===== config.mk =====
export PLATFORM = sky130hd
export DESIGN_NAME = fp_div_seq
export DESIGN_NICKNAME = d
export VERILOG_FILES = /design/src/rtl/fp_div_seq.sv
export SDC_FILE = /design/constraint.sdc
export NUM_CORES = 1
export LEC_CHECK = 0
export CORE_AREA = 10 10 100 102
export CTS_BUF_LIST = sky130_fd_sc_hd__clkbuf_8 sky130_fd_sc_hd__clkbuf_16
export CTS_CLUSTER_DIAMETER = 150
export DETAILED_ROUTE_END_ITERATION = 10
export DIE_AREA = 0 0 110 112
export PLACE_DENSITY = 0.76
export SYNTH_ARGS = -nofsm -noshare
export SYNTH_HDL_FRONTEND = slang
export SYNTH_SLANG_ARGS = --single-unit

===== constraint.sdc =====
create_clock -name clk -period 2.5 [get_ports clk]
set_clock_uncertainty 0.1 [all_clocks]
set_input_delay 0.375 -clock clk [delete_from_list [all_inputs] [get_ports clk]]
set_output_delay 0.375 -clock clk [all_outputs]
set_load 0.01 [all_outputs]

===== src/rtl/fp_div_seq.sv =====
// Sequential floating-point divider (op3 = op1 / op2) using restoring mantissa division.
// Define FP_DIV_ROUND_EN for round-to-nearest-even; otherwise the quotient fraction is truncated.
`timescale 1ns/1ps
module fp_div_seq #(
    parameter int unsigned EXP_WIDTH  = 8,
    parameter int unsigned FRAC_WIDTH = 7
) (
    input  logic                  clk,
    input  logic                  rst,
    input  logic                  in_valid,
    output logic                  in_ready,
    input  logic                  op1_sign,
    input  logic [EXP_WIDTH-1:0]  op1_exp,
    input  logic [FRAC_WIDTH-1:0] op1_frac,
    input  logic                  op2_sign,
    input  logic [EXP_WIDTH-1:0]  op2_exp,
    input  logic [FRAC_WIDTH-1:0] op2_frac,
    output logic                  out_valid,
    input  logic                  out_ready,
    output logic                  op3_sign,
    output logic [EXP_WIDTH-1:0]  op3_exp,
    output logic [FRAC_WIDTH-1:0] op3_frac,
    output logic                  overflow,
    output logic                  underflow,
    output logic                  div_by_zero
);

    localparam int unsigned N  = FRAC_WIDTH + 3;
    localparam int unsigned EW = EXP_WIDTH + 2;
    localparam int unsigned MW = FRAC_WIDTH + 1;
    localparam int unsigned RW = FRAC_WIDTH + 2;
    localparam int unsigned CW = $clog2(N + 1);
    localparam logic [EW-1:0] BIAS  = EW'((1 << (EXP_WIDTH - 1)) - 1);
    localparam logic [EW-1:0] E_MAX = EW'((1 << EXP_WIDTH) - 1);

    typedef enum logic [1:0] {IDLE, DIV, NORM, DONE} state_t;

    state_t state, state_next;

    logic                  sign_r;
    logic [EW-1:0]         e_r;
    logic                  z1_r, z2_r;
    logic [MW-1:0]         dvsr;
    logic [RW-1:0]         rem;
    logic [N-1:0]          q;
    logic [CW-1:0]         cnt;

    logic [RW:0]           diff;
    logic                  ge;
    logic [RW-1:0]         rem_next;

    logic [FRAC_WIDTH-1:0] n_frac;
    logic                  guard, sticky;
    logic [EW-1:0]         n_e;

    logic [EXP_WIDTH-1:0]  res_exp;
    logic [FRAC_WIDTH-1:0] res_frac;
    logic                  res_ovf, res_unf, res_dbz;

    assign in_ready  = (state == IDLE);
    assign out_valid = (state == DONE);

    always_ff @(posedge clk) begin
        if (rst) state <= IDLE;
        else     state <= state_next;
    end

    always_comb begin
        state_next = state;
        case (state)
            IDLE:    if (in_valid) state_next = DIV;
            DIV:     if (cnt == CW'(N - 1)) state_next = NORM;
            NORM:    state_next = DONE;
            DONE:    if (out_ready) state_next = IDLE;
            default: state_next = IDLE;
        endcase
    end

    // Restoring step: the partial remainder always stays below twice the divisor.
    always_comb begin
        diff     = {1'b0, rem} - {2'b00, dvsr};
        ge       = ~diff[RW];
        rem_next = ge ? {diff[RW-2:0], 1'b0} : {rem[RW-2:0], 1'b0};
    end

    always_comb begin
        if (q[N-1]) begin
            n_frac = q[N-2:2];
            guard  = q[1];
            sticky = q[0] | (|rem);
            n_e    = e_r;
        end else begin
            n_frac = q[N-3:1];
            guard  = q[0];
            sticky = |rem;
            n_e    = e_r - EW'(1);
        end
`ifdef FP_DIV_ROUND_EN
        if (guard && (sticky || n_frac[0])) begin
            if (&n_frac) n_e = n_e + EW'(1);
            n_frac = n_frac + FRAC_WIDTH'(1);
        end
`endif
    end

`ifndef FP_DIV_ROUND_EN
    logic unused_rnd;
    assign unused_rnd = guard ^ sticky;
`endif

    always_comb begin
        res_exp  = '0;
        res_frac = '0;
        res_ovf  = 1'b0;
        res_unf  = 1'b0;
        res_dbz  = 1'b0;
        if (z2_r) begin
            res_exp = '1;
            res_dbz = 1'b1;
        end else if (z1_r) begin
            res_exp = '0;
        end else if ($signed(n_e) >= $signed(E_MAX)) begin
            res_exp = '1;
            res_ovf = 1'b1;
        end else if ($signed(n_e) <= 0) begin
            res_unf = 1'b1;
        end else begin
            res_exp  = n_e[EXP_WIDTH-1:0];
            res_frac = n_frac;
        end
    end

    always_ff @(posedge clk) begin
        if (rst) begin
            sign_r      <= 1'b0;
            e_r         <= '0;
            z1_r        <= 1'b0;
            z2_r        <= 1'b0;
            dvsr        <= '0;
            rem         <= '0;
            q           <= '0;
            cnt         <= '0;
            op3_sign    <= 1'b0;
            op3_exp     <= '0;
            op3_frac    <= '0;
            overflow    <= 1'b0;
            underflow   <= 1'b0;
            div_by_zero <= 1'b0;
        end else begin
            case (state)
                IDLE: if (in_valid) begin
                    sign_r      <= op1_sign ^ op2_sign;
                    e_r         <= {2'b00, op1_exp} - {2'b00, op2_exp} + BIAS;
                    z1_r        <= (op1_exp == '0) && (op1_frac == '0);
                    z2_r        <= (op2_exp == '0) && (op2_frac == '0);
                    dvsr        <= {1'b1, op2_frac};
                    rem         <= {2'b01, op1_frac};
                    q           <= '0;
                    cnt         <= '0;
                    overflow    <= 1'b0;
                    underflow   <= 1'b0;
                    div_by_zero <= 1'b0;
                end
                DIV: begin
                    q   <= {q[N-2:0], ge};
                    rem <= rem_next;
                    cnt <= cnt + CW'(1);
                end
                NORM: begin
                    op3_sign    <= sign_r;
                    op3_exp     <= res_exp;
                    op3_frac    <= res_frac;
                    overflow    <= res_ovf;
                    underflow   <= res_unf;
                    div_by_zero <= res_dbz;
                end
                default: ;
            endcase
        end
    end

endmodule

==> impl_metrics.toml <==
[run_status]
outcome = "finished clean"

[pwr]
total_power_mw = 5.337
peakVddDrop_v = 0.0005717
p_leak_nw = 1.965
power_density_mw_per_mm2 = 1060

[logic_synthesis]
yosys_warnings = 0
synth_fa_ha_area_share_pct = 8.783
syn_avg_cell_area_sq_um = 8.479
synthCells = 457
syn-num-nets = 519
synthXorXnorAreaFrac_pct = 5.651
synth_top_family_by_area = "compound AO/OA/AOI/OAI gates"
synth_edf_count = 0
synth_area_sq_mm = 0.003875
synth_compound_area_share_pct = 23.44
synthFlopType = "dfxtp_1"
synth.ff_latch_count = 65
synth_cell_types = 67
synthArstFlopShare_pct = 0
muxShareOfSynthArea_pct = 3.842
ys_seq_area_share_pct = 33.58
synth-simple-area-share_pct = 18.73

[grt]
grt_start_max_net_pins = 44
met3_usage_pct = 4.095
globalRouteMet2Util_pct = 25.23
use_met1_pct = 19.78
grt_overflow = 0
grt_use_total_pct = 15.90
grt_pass1_wl_um = 16300
top_usage_layer = "met2"
grt_pass1_vias = 3536
antenna_found_initial = 0

[floorplanning]
pin_count = 57
die_h_um = 112
num_rows = 33
floorplan.initialDensity_pct = 48.13
dieArea_sq_mm = 0.01232
core_area_sq_mm = 0.008051
die_w_um = 110

[detailed_routing]
first_iter_violations = 175
vias_per_cell = 5.545
detail-route-antenna-nets = 0
vias = 3593
wire_per_inst_um = 14.85
drt_pass1_iterations = 4
drc_errors = 0
drt_wl_total_um = 9621

[run]
cap_violations = 0

[place]
place_hpwl_um = 7236
io_buffers = 56
place_congestion = 0.8524

[sta]
slew_headroom_pct = 61.38
setup_viol = 0
hold_violations = 0
slew_violations = 0
min_period_over_period_pct = 95.77
clock.fmax_ghz = 0.4177
fin_crit_ns = 2.394
tightest_slew_ns = 0.5733
hold_ws_ns = 0.2987

[setup_path]
cp-end-kind = "flip-flop"
worst_ep_arrival_time_ns = 2.52
crit_path_start_kind = "input pin"
critical_path_class = "input pin to flip-flop"
critPathRequiredTime_ns = 2.63
critPathMaxFanout = 5

[clocking]
clockBufferDepth = 2
cts_hold_buf = 0
cts_root_buf = "clkbuf_8"
clk_latency_ns = 0.35
h-tree-depth = 3
cts_tree = "done"
cts.sinks = 65
clk_pin_slew_worst_paths_ns = 0.07
numCtsBuffers = 9

[finish]
diodes = 0
syn2layout_area_growth_pct = 29.90
nFillCells = 678
layout.nets = 600
layout-drive-gt1-share_pct = 16.94
final_common_cell = "dfxtp_1"
final_cell_mix = "dfxtp_1 (64), clkdlybuf4s50_1 (51), nor2_1 (49), nand2_1 (37), buf_4 (36)"
fin_util_pct = 62.52

[worst_hold_path]
hold_class = "input pin to flip-flop"
-- state kept, by name, summed over array words and instances, names as in the netlist, 2 cells and up --
signal and cells:
e_r 10, q 10, rem 9, dvsr 8, op3_exp 8, op3_frac 7
cnt 4, state 2
-- layer usage --
layer | up-vias | routed length [um]
li1 | 1812 | -
met3 | 18 | 553
met5 | - | 0
met1 | 1676 | 4347
met4 | 0 | 240
met2 | 87 | 4480
-- cell families after synthesis --
group	count (synthesis)
AND/OR/NAND/NOR	145
AO/OA/AOI/OAI	125
flip-flops	65
buffers and inverters	57
adder cells (fa/ha/maj)	26
XOR/XNOR	25
multiplexers	14
-- repair_timing --
action,4_1_cts,5_1_grt
setup buffers,1,3
endpoints found under the hold margin,0,0
setup endpoints to repair,6,10
pin swaps,7,12
gates cloned,0,0
resized for setup,15,17
-- layout make-up --
cell class | instances | area (sq um) | area share [%]
timing repair buffer | 94 | 849.6 | 16.88
inverter | 33 | 123.9 | 2.461
tap | 105 | 131.4 | 2.610
multi-input combinational | 335 | 2445 | 48.57
clock buffer | 11 | 151.4 | 3.008
clock inverter | 5 | 30.03 | 0.5966
sequential | 65 | 1303 | 25.88
-- worst max-delay path: stages --
cell and delay [ns]:
clkdlybuf4s50_1 0.45, inv_1 0.05, ha_1 0.34, o21ai_1 0.19
o21bai_1 0.12, a211oi_2 0.28, a21oi_4 0.09, o41ai_4 0.36
xor2_1 0.19, a21oi_1 0.08
-- cell usage after synthesis (all sizes together) (4+ instances only) --
cell type  number  area [sq um]
dfxtp          65          1301
nor2           50         190.2
nand2          38         145.1
a21oi          36         180.2
inv            32         120.1
ha             24         300.3
o21ai          16         80.07
clkbuf         15         57.55
a211oi         13         102.6
a22oi          13         97.59
xnor2          13         113.9
xor2           12         105.1
a32o           10         100.1
buf             9         50.05
nor4            9         71.32
nor2b           8         52.55
nor3            8         56.31
mux2            7         78.83
mux2i           7         70.07
nand3           6         30.03
a31oi           5         31.28
nand4           5         31.28
o41ai           5         66.32
a21o            4         30.03
nand3b          4         30.03
o2111ai         4         35.03
-- report_power, final --
| group | internal (mW) | switching (mW) | total, mW | leakage, nW |
|---|---|---|---|---|
| Clock | 0.408 | 0.404 | 0.812 | 0.0911 |
| Combinational | 1.39 | 1.71 | 3.10 | 1.34 |
| Sequential | 1.24 | 0.180 | 1.42 | 0.530 |
-- per-stage QoR --
step / worst slack [ns] / std cells / setup TNS [ns] / instance area [sq um]
after global placement: -0.5488 / 628 / -3.068 / 4718
final: 0.1058 / 648 / 0 / 5034
after detailed placement: -0.6282 / 628 / -3.580 / 4718
after CTS: 0.006942 / 645 / 0 / 4937
after floorplan: -0.0005056 / 457 / -0.0005056 / 3886
after global routing: -0.01647 / 648 / -0.01680 / 5034
-- final timing paths --
check / startpoint / end / slack, ns / cells after the start
hold reg to reg: dvsr[6] / dvsr[6] / 0.36 / 2
hold / removal: rst / underflow / 0.30 / 2
setup / recovery: op2_exp[3] / e_r[8] / 0.11 / 10
setup reg to reg: dvsr[5] / rem[3] / 0.13 / 10
Power figures use the tool's default switching activity.
